`src/rtl/serial_adder_ctrl_pkg.sv`:
```
// Shared definitions for the bit-serial adder controller: state encodings and default width.
package serial_adder_ctrl_pkg;

  localparam int WIDTH_DEFAULT = 8;

  typedef enum logic [1:0] {
    IDLE  = 2'd0,
    SHIFT = 2'd1,
    DONE  = 2'd2
  } state_t;

endpackage

```
`src/rtl/fullAdder.sv`:
```
// Single-bit full adder cell shared by the serial adder controller.
module fullAdder (
  input  logic Cin,
  input  logic A,
  input  logic B,
  output logic Cout,
  output logic S
);

  assign S    = A ^ B ^ Cin;
  assign Cout = (A & B) | (Cin & (A ^ B));

endmodule

```
`src/rtl/serial_adder_ctrl.sv`:
```
// Bit-serial adder: walks one full-adder cell across WIDTH bits, LSB first,
// with a start/done handshake toward the requester.
module serial_adder_ctrl
  import serial_adder_ctrl_pkg::*;
#(
  parameter int WIDTH = WIDTH_DEFAULT
) (
  input  logic             clk,
  input  logic             rst_n,
  input  logic             start,
  input  logic [WIDTH-1:0] a,
  input  logic [WIDTH-1:0] b,
  input  logic             cin,
  output logic             busy,
  output logic             done,
  output logic [WIDTH-1:0] sum,
  output logic             cout
);

  localparam int CNT_W = $clog2(WIDTH);
  localparam logic [CNT_W-1:0] LAST = CNT_W'(WIDTH - 1);

  state_t           state_reg, state_next;
  logic [WIDTH-1:0] sa_reg, sb_reg;
  logic [WIDTH-2:0] partial_reg;
  logic [CNT_W-1:0] cnt_reg;
  logic             carry_reg;
  logic [WIDTH-1:0] sum_reg;
  logic             cout_reg;
  logic             accept;
  logic             fa_cout, fa_s;

  fullAdder u_fa (
    .Cin  (carry_reg),
    .A    (sa_reg[0]),
    .B    (sb_reg[0]),
    .Cout (fa_cout),
    .S    (fa_s)
  );

  always_comb begin
    state_next = state_reg;
    accept     = 1'b0;
    case (state_reg)
      IDLE: begin
        if (start) begin
          accept     = 1'b1;
          state_next = SHIFT;
        end
      end
      SHIFT: begin
        if (cnt_reg == LAST) state_next = DONE;
      end
      DONE: begin
        // A start held through the DONE cycle chains straight into the next add.
        if (start) begin
          accept     = 1'b1;
          state_next = SHIFT;
        end else begin
          state_next = IDLE;
        end
      end
      default: state_next = IDLE;
    endcase
  end

  always_ff @(posedge clk or negedge rst_n) begin
    if (!rst_n) begin
      state_reg   <= IDLE;
      sa_reg      <= '0;
      sb_reg      <= '0;
      partial_reg <= '0;
      cnt_reg     <= '0;
      carry_reg   <= 1'b0;
      sum_reg     <= '0;
      cout_reg    <= 1'b0;
    end else begin
      state_reg <= state_next;
      if (accept) begin
        sa_reg      <= a;
        sb_reg      <= b;
        carry_reg   <= cin;
        cnt_reg     <= '0;
        partial_reg <= '0;
      end else if (state_reg == SHIFT) begin
        sa_reg      <= sa_reg >> 1;
        sb_reg      <= sb_reg >> 1;
        carry_reg   <= fa_cout;
        cnt_reg     <= cnt_reg + CNT_W'(1);
        // New sum bit enters at the top; after WIDTH-1 steps bit 0 sits at the LSB.
        partial_reg <= (WIDTH-1)'({fa_s, partial_reg} >> 1);
        if (cnt_reg == LAST) begin
          sum_reg  <= {fa_s, partial_reg};
          cout_reg <= fa_cout;
        end
      end
    end
  end

  assign busy = (state_reg == SHIFT);
  assign done = (state_reg == DONE);
  assign sum  = sum_reg;
  assign cout = cout_reg;

endmodule

```
`config.mk`:
```
export PLATFORM = sky130hd
export DESIGN_NAME = serial_adder_ctrl
export DESIGN_NICKNAME = d
export VERILOG_FILES = /design/src/rtl/serial_adder_ctrl_pkg.sv /design/src/rtl/fullAdder.sv /design/src/rtl/serial_adder_ctrl.sv
export SDC_FILE = /design/constraint.sdc
export NUM_CORES = 1
export LEC_CHECK = 0
export BUFFER_PORTS_ARGS = -buffer_cell sky130_fd_sc_hd__buf_2
export CORE_ASPECT_RATIO = 0.9
export CORE_MARGIN = 3
export CORE_UTILIZATION = 60
export CTS_CLUSTER_SIZE = 16
export DETAILED_ROUTE_END_ITERATION = 7
export GPL_ROUTABILITY_DRIVEN = 0
export GPL_TIMING_DRIVEN = 0
export PLACE_DENSITY = 0.84
export SLEW_MARGIN = 10
export SYNTH_ARGS = -nofsm -noshare
export SYNTH_HDL_FRONTEND = slang
export SYNTH_HIERARCHICAL = 1
export SYNTH_SLANG_ARGS = --single-unit
```
`constraint.sdc`:
```
create_clock -name clk -period 4 [get_ports clk]
set_clock_uncertainty 0.2 [all_clocks]
set_input_delay 0.6 -clock clk [delete_from_list [all_inputs] [get_ports clk]]
set_output_delay 0.6 -clock clk [all_outputs]
set_load 0.005 [all_outputs]
```
==> impl.org, run 1 <==
** Status
- Status :: completed

** Logic synthesis
- When the netlist entered floorplanning its net count stood at 161.
- Share of synthesized area occupied by flip-flops and latches :: between 40% and 50%
- In the synthesized netlist, the number of instances is 138.
- A synthesized cell averages roughly 14 µm².
- Number of synthesized register bits :: 38
- During synthesis, Yosys emitted a total of 6 warnings.
- In this run, distinct cell masters in the synthesized netlist total 21.
- After synthesis the cells add up to 1950 µm².

** Power
- The analysis attributes to cell leakage a power of 1.17 nW.
- Dividing total power by cell area gives a power density of roughly 660 nW/µm².
- VDD sags by at most between 0.0003 and 0.0004 V.

** Timing
- Setup repair after global routing left no endpoint under its margin.
- Setup violations remaining at the end of the flow were counted as 0.
- The final number of max-transition violations came to 0.
- For this run, the top clock speed supported by timing is approximately 460 MHz.
- Setup total negative slack on the finished layout was measured at 0 ns.
- Post-route minimum period :: roughly 2.2 ns
- For the pin with the worst max-slew slack, the measured transition is ~0.82 ns.
- The count of endpoints failing hold in the final timing report was 0.
- In the finished design, the share of the clock period the worst path needs comes to 54.9%.
- Relative slew margins :: a little under half

** Worst setup path
- For flop-to-flop paths, the worst setup slack is 2.23 ns.
- The slowest stage of the critical path is the sky130_fd_sc_hd__dfrtp_1 cell.
- The startpoint identified for the worst register-to-register timing path is cnt_reg[0]$_DFFE_PN0P_.
- The most numerous cell type found on the critical path is sky130_fd_sc_hd__buf_6.
- Worst Reg-to-Reg Cells :: 5
- STA puts the critical path data required time at about 3.2 ns.
- Of all nets on the critical path, the largest fanout is 10.
- Slowest cell delay on critical path :: 0.43 ns
- The setup path with the least slack is of type flop to output pin.
- The worst setup path is launched from a flop.
- At the worst endpoint, the arrival time is ~1.4 ns.
- STA classifies the critical path endpoint as an output pin.
- Worst setup startpoint :: state_reg[1]$_DFFE_PN0P_
- Cells along the critical path :: buf_6 -> buf_6 -> nor2b_1 -> buf_2
- Capture instance of the worst register-to-register path :: sum[0]$_DFFE_PN0P_
- The critical path ends at done.

** Floorplan
- Horiz. Die Dim :: 66.1 µm
- In this run the vertical extent of the chip is approximately 60 µm.
- Top Ports :: 31
- The die covers ~4000 µm².
- The core region is roughly 3000 µm².
- Initial core utilization :: 66.6%
- After floorplanning, the core was divided into 18 placement rows.

** Clock network
- In this run, CTS created clock tree buffers numbering 5.
- For the worst-skew pair, the clock arrives at the later sink with an insertion delay of ~0.33 ns.
- Total setup buffers inserted after CTS :: 0
- Post-CTS clock slew at the launch and capture registers of the worst setup and hold paths :: 0.11 ns
- The clock net in this run drives a total of 38 sinks.
- CTS Hold Bufs :: 0
- TritonCTS built the clock tree.
- In this run the deepest clock path goes through 2 buffers.
- In this run the clock root is driven by a sky130_fd_sc_hd__clkbuf_4.
- Post-CTS repair changed the size of 0 cells.
- Number of H-tree levels :: 2

** Layout
- From synthesis to final layout, the design area changed by 13.1%.
- In the final design database the tool counted just under 200 nets.
- 0 antenna diodes ended up in the layout.
- Layout Cell Area excl Fill :: 2210 µm²
- The library cell used most frequently in the layout, excluding fill and tap cells, is sky130_fd_sc_hd__mux2i_1.
- Of the cells placed in the final design, the portion with a size suffix greater than 1 is 34.3%.
- Fillers :: between 150 and 200
- In the layout the commonest cells are 47 x sky130_fd_sc_hd__mux2i_1, 38 x sky130_fd_sc_hd__dfrtp_1, 31 x sky130_fd_sc_hd__buf_2.
- Across the whole layout, storage elements account for about 950 µm².
- In the final layout, the multi-input gates occupy 910 µm².

** Route
- Final antenna-violating net count :: 0
- Detailed-route via count :: ~1,200
- Detailed-route wire length per cell :: around 15 µm
- The first detailed-routing pass ran for 4 iterations.
- DRC viols :: 0
- The detailed router finished its first iteration with 40 violations.
- Total Routed Length :: roughly 3300 µm
- Via-to-Cell Ratio :: ~5.6

** Global routing
- Vias in the first global route :: approximately 1,200
- Global-route wire length before repair :: roughly 5500 µm
- Overflow left after global routing :: 0
- Entering global routing, the biggest net connects 39 pins.
- The number of antenna violations at the first check in global routing is 0.
- Global routing used roughly 18% of the available tracks across all layers.

** Place
- Number of buffers added on ports :: 29
- Summed over all nets, the half-perimeter wirelength after detailed placement is roughly 2400 µm.
- Instance area at placement :: between 2000 and 2500 µm²

** Flow run
- Number of violations of the max-capacitance limit :: 0

** Min path
- The min-delay analysis places its worst path in the category input port to asynchronous set/reset pin.
-- per-layer routing --
| layer | global-route usage, % | part of all wire (%) |
|---|---|---|
| met1 | 25.7 | 49 |
| met2 | 28.4 | 45 |
| met3 | 4.51 | 4.7 |
| met4 | 6.09 | 0.82 |
| met5 | 0 | 0 |
-- how the worst min path moves through the flow --
stage,startpoint,to,slack (ns),depth (start not counted)
4_1_cts,rst_n,partial_reg[2]$_DFFE_PN0P_,0.16,1
3_5_place_dp,sum[7]$_DFFE_PN0P_,sum[7]$_DFFE_PN0P_,0.29,1
5_1_grt,rst_n,sum[0]$_DFFE_PN0P_,0.18,1
3_3_place_gp,sum[3]$_DFFE_PN0P_,sum[3]$_DFFE_PN0P_,0.29,1
6_report,rst_n,sum[0]$_DFFE_PN0P_,0.15,1
2_1_floorplan,rst_n,carry_reg$_DFFE_PN0P_,0.10,0
-- synth_stat cells (all sizes together) --
master  count  share of area, %
mux2i      47                24
nor2        2              0.51
inv         1              0.19
clkbuf      1              0.19
mux2       19                13
nand3       2              0.51
buf         9               4.2
dfrtp      38                49
xnor2       1              0.45
nand3b      1              0.39
ha          2               1.3
nor2b       2              0.64
a22o       10               4.5
fa          1               1.0
o21ai       2              0.51
-- stage by stage --
stage / utilization, % / hold WS (ns) / power [mW] / worst slack (ns) / cells
6_report: 75.3 / 0.151 / 1.45 / 1.80 / 215
5_1_grt: 75.3 / 0.183 / 1.55 / 1.68 / 215
4_1_cts: 75.3 / 0.162 / 1.46 / 1.78 / 215
3_5_place_dp: 73.3 / 0.289 / 1.26 / 2.18 / 207
3_3_place_gp: 73.3 / 0.286 / 1.21 / 2.16 / 207
2_1_floorplan: - / 0.104 / 1.10 / 2.34 / 138
-- worst max-delay path: cells and delay by family (launching register included) --
kind	cells	cell delay, ns
AND/OR/NAND/NOR	1	0.14
flip-flops	1	0.43
buffers and inverters	3	0.48
-- area by class of cell --
| type | instances | share of cell area [%] |
|---|---|---|
| buffer | 10 | 3.91 |
| clock buffer | 7 | 2.50 |
| clock inverter | 1 | 0.227 |
| inverter | 1 | 0.170 |
| multi-input combinational | 89 | 41.2 |
| sequential | 38 | 43.1 |
| tap | 40 | 2.27 |
| timing repair buffer | 29 | 6.58 |
-- where the power goes --
part	leakage, nW	internal (mW)	total [mW]	switching [mW]
registers	0.489	0.538	0.658	0.120
logic	0.640	0.351	0.588	0.237
clock network	0.0353	0.0852	0.201	0.115
-- cells by family after synthesis --
group | Yosys count | share of synthesized area, %
muxes | 66 | 36.8
AOI/OAI and AO/OA | 12 | 5.00
and+or+nand+nor | 7 | 2.05
buffers and inverters | 11 | 4.62
xor gates and xnor gates | 1 | 0.449
DFF | 38 | 48.7
adders and majority gates | 3 | 2.31
(Power assumes the default switching activity.)
==> inputs of run 2 (changes only) <==
--- a/config.mk
+++ b/config.mk
@@ -8,12 +8,12 @@
 export BUFFER_PORTS_ARGS = -buffer_cell sky130_fd_sc_hd__buf_2
 export CORE_ASPECT_RATIO = 0.9
 export CORE_MARGIN = 3
-export CORE_UTILIZATION = 60
+export CORE_UTILIZATION = 56
 export CTS_CLUSTER_SIZE = 16
 export DETAILED_ROUTE_END_ITERATION = 7
 export GPL_ROUTABILITY_DRIVEN = 0
 export GPL_TIMING_DRIVEN = 0
-export PLACE_DENSITY = 0.84
+export PLACE_DENSITY = 0.79
 export SLEW_MARGIN = 10
 export SYNTH_ARGS = -nofsm -noshare
 export SYNTH_HDL_FRONTEND = slang
==> constraint.sdc (replaced) <==
create_clock -name clk -period 2.3 [get_ports clk]
set_clock_uncertainty 0.2 [all_clocks]
set_input_delay 0.345 -clock clk [delete_from_list [all_inputs] [get_ports clk]]
set_output_delay 0.345 -clock clk [all_outputs]
set_load 0.005 [all_outputs]
==> impl.org, run 2 (synthesis gave the netlist of run 1 again) <==
** Power
- The cell leakage power is 1.18 nW (+1.5%).
- The switching power is 0.862 mW (+82%).
- The part of the power in the clock network came to 17.7% (+3.8 points).
- Proportion of power drawn by combinational gates :: 39.1% (-1.6 points)
- Pwr Density :: 1180 nW/µm² (+80%)
- Share of total power in sequential cells :: 43.2% (-2.3 points)
- Switching power as a share of total power :: 32.5% (-0.21 points)
- Pint :: 1.79 mW (+84%)
- Worst supply voltage drop on vdd :: 0.000657 V (+88%)

** Worst setup path
- Cells along the critical path :: buf_6 -> buf_6 -> nor2b_1 -> buf_2
- The kind of cell with the highest combined delay along the critical path is buffers and inverters.
- Top cell by count, worst path :: sky130_fd_sc_hd__buf_6
- Required time of the critical path :: 1.75 ns (-1.45 ns)
- Worst setup startpoint :: state_reg[1]$_DFFE_PN0P_
- The worst setup path is launched from a flop.
- STA classifies the critical path endpoint as an output pin.
- Source of the worst register-to-register timing path :: cnt_reg[0]$_DFFE_PN0P_
- The count of buffering cells on the critical path with inverters included was 3 (unchanged).
- Slowest cell delay on critical path :: 0.44 ns (about the same)
- The arrival time of data at the critical path endpoint came to 1.34 ns (-0.06 ns).
- Crit-path slowest cell :: sky130_fd_sc_hd__dfrtp_1
- The highest net fanout along the worst path is 10 (unchanged).
- The worst setup path is of the flop to output pin kind.

** Clock network
- The number of buffers on the longest clock path was 2 (unchanged).
- The number of levels the H-tree was split into is 2 (unchanged).
- Clk sinks :: 38 (unchanged)
- Total setup buffers inserted after CTS :: 0 (unchanged)
- CTS placed an instance of sky130_fd_sc_hd__clkbuf_8 at the clock tree root.
- Post-CTS clock slew at the launch and capture registers of the worst setup and hold paths :: 0.07 ns (-0.04 ns)
- The count of cells resized by post-cts repair is 0 (unchanged).
- Clock Latency Late Sink :: 0.29 ns (-0.04 ns)
- Inserted Clock Buffers :: 5 (unchanged)
- The quantity of hold-fixing buffers added after cts was 1 (+1).
- CTS tree :: built

** Timing
- Highest Clock Rate :: about 530 MHz
- Total setup violations reported at the end of the flow :: 0 (unchanged)
- The relative max-transition margin came to 44.4% (-1.2 points).
- Setup repair after global routing left no endpoint under its margin.
- The count of endpoints failing hold in the final timing report came to 0 (unchanged).
- The final number of max-transition violations is 0 (unchanged).
- TNS Setup :: 0 ns (unchanged)
- Worst hold slack across all endpoints :: 0.142 ns (-0.00946 ns)
- Final period util :: just over 80%
- The transition time of the tightest slew-check pin is 0.834 ns (+0.0174 ns).
- Post-route minimum period :: around 1.9 ns

** Status
- Status :: completed

** Global routing
- Vias in the first global route :: 1,229 (+6.6%)
- Total GRT Usage :: 19.2% (+0.73 points)
- The total overflow reported by the global router came to 0 (unchanged).
- The number of antenna violations at the first check in global routing came to 0 (unchanged).
- The wire length of the first global-routing pass was 5860 µm (+6.8%).
- The largest net degree at the start of global routing was 39 (unchanged).

** Layout
- Fraction of final layout cells with drive strength greater than 1 :: 34.1% (-0.19 points)
- Most frequent cells in the layout :: 47 x sky130_fd_sc_hd__mux2i_1, 38 x sky130_fd_sc_hd__dfrtp_1, 31 x sky130_fd_sc_hd__buf_2
- The number of non-filler instances in the completed layout is 218 (+1.4%).
- # nets final :: 198 (+0.51%)
- Fillers :: 245 (+24%)
- Antenna diode count :: 0 (unchanged)
- Most common cell after layout, fill and taps aside :: sky130_fd_sc_hd__mux2i_1
- P&R area growth vs syn :: 15.3%
- Layout Cell Area excl Fill :: 2250 µm² (+2.0%)

** Floorplan
- Initial core utilization :: 61.2% (-5.4 points)
- The row count is 19 (+1).
- The placeable core area came to 3190 µm² (+8.8%).
- The I/O pin count came to 31 (unchanged).
- The height of the chip was 62.0 µm (+3.2%).
- Horiz. Die Dim :: 68.2 µm (+3.2%)
- DIE AREA :: 4230 µm² (+6.5%)

** Place
- The detailed-placement wirelength estimate was 2410 µm (+2.5%).
- The count of buffers from port buffering was 29 (unchanged).
- Instance area at placement :: 2150 µm² (+0.12%)
- Number of placed instances with taps included :: 209 (+0.97%)

** Route
- Detailed-route via count :: 1,230 (+2.7%)
- The DRC violation count after routing came to 0 (unchanged).
- Detailed-route wire length per cell :: 16.0 µm (+5.1%)
- Final antenna-violating net count :: 0 (unchanged)
- The starting DRC count in detailed routing came to 81 (+100%).
- The detailed-route wire length is 3490 µm (+6.6%).
- The first-pass iteration count of the detailed router was 4 (unchanged).
- Via-to-Cell Ratio :: 5.64 (+1.3%)

** Min path
- Hold Crit Start :: b[4]
- The path class of the tightest hold or removal check is input port to flop.

** Flow run
- Number of violations of the max-capacitance limit :: 0 (unchanged)
[run 2: cell count changes in the layout (fill, tap and decap cells not counted), sizes merged]
cell,delta
dlygate4sd3,+1
[run 2: per-layer routing]
layer | share of wire, % | global-route usage [%] | vias to the layer above
li1 | - | - | 578
met1 | 45 | 25.5 | 615
met2 | 48 | 28.8 | 30
met3 | 5.6 | 7.19 | 7
met4 | 1.4 | 7.08 | 0
met5 | 0 | 0 | -
[run 2: path summary, 6_finish.rpt]
check	to	slack, ns	depth (start not counted)
worst max-delay path	done	0.41	4
min in group asynchronous	sum[5]$_DFFE_PN0P_	0.49	2
worst max register to register	sum[3]$_DFFE_PN0P_	0.53	5
max in group asynchronous	sa_reg[6]$_DFFE_PN0P_	0.88	2
worst min-delay path	sb_reg[4]$_DFFE_PN0P_	0.14	3
worst min register to register	sum[3]$_DFFE_PN0P_	0.31	1
[run 2: worst min-delay path: stages]
cell                      delay, ns
sky130_fd_sc_hd__buf_2         0.07
sky130_fd_sc_hd__mux2i_1       0.05
sky130_fd_sc_hd__mux2i_1       0.11
[run 2: final cells by class]
class | instances | area (µm²) | area share (%)
flip-flops and latches | 38 | 951 | 42.3
multi-input cells | 89 | 910 | 40.4
repair buffers | 30 | 155 | 6.90
clock buffers | 7 | 86.3 | 3.84
plain buffers | 10 | 86.3 | 3.84
well taps | 42 | 52.6 | 2.34
clock inverters | 1 | 5.00 | 0.222
inverters | 1 | 3.75 | 0.167
[run 2: stage by stage]
stage	total power, mW	utilization [%]	setup slack, ns
global placement	2.11	67.4	0.581
global route	2.85	70.6	0.325
detailed placement	2.20	67.4	0.540
CTS	2.68	70.6	0.400
floorplan	1.91	-	0.635
finish	2.65	70.6	0.412
[run 2: power by group through the flow]
stage | logic [mW] | registers (mW) | clock network [mW]
6_report | 1.04 | 1.15 | 0.470
5_1_grt | 1.15 | 1.18 | 0.514
4_1_cts | 1.05 | 1.15 | 0.485
3_5_place_dp | 1.04 | 1.16 | 0
3_3_place_gp | 0.983 | 1.13 | 0
2_1_floorplan | 0.797 | 1.11 | 0
==> inputs of run 3 (changes only) <==
--- a/config.mk
+++ b/config.mk
@@ -8,12 +8,12 @@
 export BUFFER_PORTS_ARGS = -buffer_cell sky130_fd_sc_hd__buf_2
 export CORE_ASPECT_RATIO = 0.9
 export CORE_MARGIN = 3
-export CORE_UTILIZATION = 56
+export CORE_UTILIZATION = 50
 export CTS_CLUSTER_SIZE = 16
 export DETAILED_ROUTE_END_ITERATION = 7
 export GPL_ROUTABILITY_DRIVEN = 0
 export GPL_TIMING_DRIVEN = 0
-export PLACE_DENSITY = 0.79
+export PLACE_DENSITY = 0.75
 export SLEW_MARGIN = 10
 export SYNTH_ARGS = -nofsm -noshare
 export SYNTH_HDL_FRONTEND = slang
==> constraint.sdc (replaced) <==
create_clock -name clk -period 1.65 [get_ports clk]
set_clock_uncertainty 0.2 [all_clocks]
set_input_delay 0.2475 -clock clk [delete_from_list [all_inputs] [get_ports clk]]
set_output_delay 0.2475 -clock clk [all_outputs]
set_load 0.005 [all_outputs]
==> impl.org, run 3 (synthesis gave the netlist of run 1 again) <==
** Floorplan
- Horiz. Die Dim :: 71.8 µm (+5.3%)
- The die footprint came to 4690 µm² (+11%).
- The starting utilization of the core area was 54.9% (-6.3 points).
- The height of the chip is 65.3 µm (+5.3%).
- Total core area :: 3550 µm² (+12%)
- The row count was 20 (+1).
- Top Ports :: 31 (unchanged)

** Timing
- Derived from the worst setup path, the maximum achievable clock frequency is between 500 and 600 MHz.
- Total setup violations reported at the end of the flow :: 10 (+10)
- Relative slew margins :: 45.7% (+1.3 points)
- The final worst setup slack came to -0.0596 ns (-0.472 ns).
- Setup repair after global routing could not meet its margin everywhere.
- Pins Over Slew Limit :: 0 (unchanged)
- Dividing the final minimum period by the clock period gives 104%.
- The count of endpoints failing hold in the final timing report is 0 (unchanged).
- Subtracting the final worst setup slack from the clock period gives about 1.7 ns.
- The final-layout worst hold slack is 0.0431 ns (-0.0986 ns).
- The transition time of the tightest slew-check pin came to 0.814 ns (-0.0199 ns).

** Power
- The worst ir drop on vdd came to 0.000718 V (+9.4%).
- Pwr Density :: 1670 nW/µm² (+41%)
- The switching share of power is 30.7% (-1.8 points).
- The relative contribution of combinational cells to total power came to 42.0% (+2.9 points).
- Share of total power in sequential cells :: 39.1% (-4.1 points)
- Standby leakage power :: 1.28 nW (+8.0%)
- Clk network pwr share :: 18.8% (+1.1 points)
- Pint :: 2.81 mW (+57%)
- Switching power :: 1.25 mW (+45%)

** Clock network
- The total CTS buffers came to 5 (unchanged).
- Clock Latency Late Sink :: 0.29 ns (about the same)
- The number of levels the H-tree was split into is 2 (unchanged).
- The clock slew at the register clock pins of the worst setup and hold paths was 0.08 ns (about the same).
- CTS tree :: built
- The number of buffers on the longest clock path is 2 (unchanged).
- The cell sitting at the root of the clock tree is a sky130_fd_sc_hd__clkbuf_8.
- Clk sinks :: 38 (unchanged)

** Route
- Detailed-route via count :: 1,265 (+2.8%)
- DRC viols :: 0 (unchanged)
- The detail-routed net length per standard cell came to 15.3 µm (-4.7%).
- Total Routed Length :: 3600 µm (+3.2%)
- Drt pass-1 iters :: 4 (unchanged)
- The starting DRC count in detailed routing came to 86 (+6.2%).
- The mean number of vias per cell is 5.36 (-5.0%).
- The antenna violation net count after detailed routing was 0 (unchanged).

** Worst setup path
- Required time of the critical path :: 1.64 ns (-0.11 ns)
- Crit path launch type :: flop
- The arrival time of data at the critical path endpoint is 1.70 ns (+0.36 ns).
- CP endpoint kind :: flop
- The critical path is of the flop to flop type.
- The path depth of the worst reg2reg path is 3 (-2).
- Highest fanout seen on the critical path :: 2 (-8)

** Place
- Number of buffers added on ports :: 29 (unchanged)
- Number of placed instances with taps included :: 211 (+0.96%)
- The detailed-placement wirelength estimate came to 2330 µm (-3.2%).

** Layout
- # nets final :: 214 (+8.1%)
- Most frequent cells in the layout :: 47 x sky130_fd_sc_hd__mux2i_1, 38 x sky130_fd_sc_hd__dfrtp_1, 30 x sky130_fd_sc_hd__buf_2
- P&R area growth vs syn :: 24.8%
- Post-route non-filler standard cell count :: 236 (+8.3%)
- Most common cell after layout, fill and taps aside :: sky130_fd_sc_hd__mux2i_1
- The fraction of final layout cells with drive strength greater than 1 was 41.7% (+7.6 points).
- The antenna diode instance count is 0 (unchanged).

** Flow run
- Number of violations of the max-capacitance limit :: 0 (unchanged)

** Global routing
- The total overflow reported by the global router is 0 (unchanged).
- Global-route wire length before repair :: 6240 µm (+6.5%)
- Largest net degree at the start of global routing :: 39 (unchanged)
- Total GRT Usage :: 17.3% (-1.9 points)
- Number of antenna violations at the first check in global routing :: 0 (unchanged)
- Vias in the first global route :: 1,318 (+7.2%)

** Min path
- The number of cells on the worst hold path came to 3 (unchanged).
- The worst hold path belongs to the class input port to flop.

** Status
- The run finished, with violations left.
- Violations in the final reports :: negative setup slack
## run 3: cell types whose count changed in the layout (fill, tap and decap cells not counted), sizes merged
cell and delta:
clkinv +1, clkbuf -2, bufinv +1, buf +16
## run 3: metal layers
layer / GRT usage (%) / vias up / part of all wire (%)
met5: 0 / - / 0
met4: 7.75 / 0 / 1.2
met3: 4.13 / 5 / 4.4
met2: 27.5 / 27 / 47
met1: 22.3 / 628 / 47
li1: - / 605 / -
## run 3: through the flow
step	setup TNS [ns]	power (mW)	util [%]	setup WS, ns	area, µm²
floorplan	-0.00443	2.68	-	-0.00443	1960
global placement	-0.393	2.97	60.7	-0.0497	2160
detailed placement	-0.771	3.06	60.7	-0.0866	2160
CTS	-0.129	4.01	66.9	-0.0603	2380
global route	-0.687	4.35	68.5	-0.119	2430
finish	-0.173	4.06	68.5	-0.0596	2430
## run 3: power groups by stage
stage	combinational (mW)	sequential (mW)	clock (mW)
after floorplan	1.13	1.55	0
after global placement	1.40	1.57	0
after detailed placement	1.45	1.61	0
after CTS	1.64	1.58	0.792
after global routing	1.88	1.65	0.824
final	1.71	1.59	0.764
## run 3: worst max-delay path, cell delays in order, from the launching register on
cell and delay, ns:
sky130_fd_sc_hd__dfrtp_1 0.41, sky130_fd_sc_hd__fa_1 0.52, sky130_fd_sc_hd__mux2_4 0.28, sky130_fd_sc_hd__a22o_1 0.20
## run 3: final cells by class
cell class,count,area [µm²]
Buffer,9,97.6
Clock buffer,5,68.8
Clock inverter,3,40.0
Fill cell,257,1120
Inverter,1,3.75
Multi-Input combinational cell,89,931
Sequential cell,38,951
Tap cell,44,55.1
Timing Repair Buffer,47,287
## run 3: worst paths after layout
path | start | to | slack [ns]
min in group asynchronous | rst_n | partial_reg[0]$_DFFE_PN0P_ | 0.39
worst min register to register | sum[6]$_DFFE_PN0P_ | sum[6]$_DFFE_PN0P_ | 0.31
max in group asynchronous | rst_n | sb_reg[5]$_DFFE_PN0P_ | 0.35
worst max-delay path | sb_reg[0]$_DFFE_PN0P_ | partial_reg[6]$_DFFE_PN0P_ | -0.06
worst max register to register | sb_reg[0]$_DFFE_PN0P_ | partial_reg[6]$_DFFE_PN0P_ | -0.06
worst min-delay path | a[4] | sa_reg[4]$_DFFE_PN0P_ | 0.04
## run 3: what timing repair did
item	4_1_cts	5_1_grt
gates resized for setup	11	1
buffers inserted	7	9
hold buffers	1	0
pin swaps	3	0
hold endpoints to repair	38	0
cloned	1	0
endpoints found under the setup margin	13	12
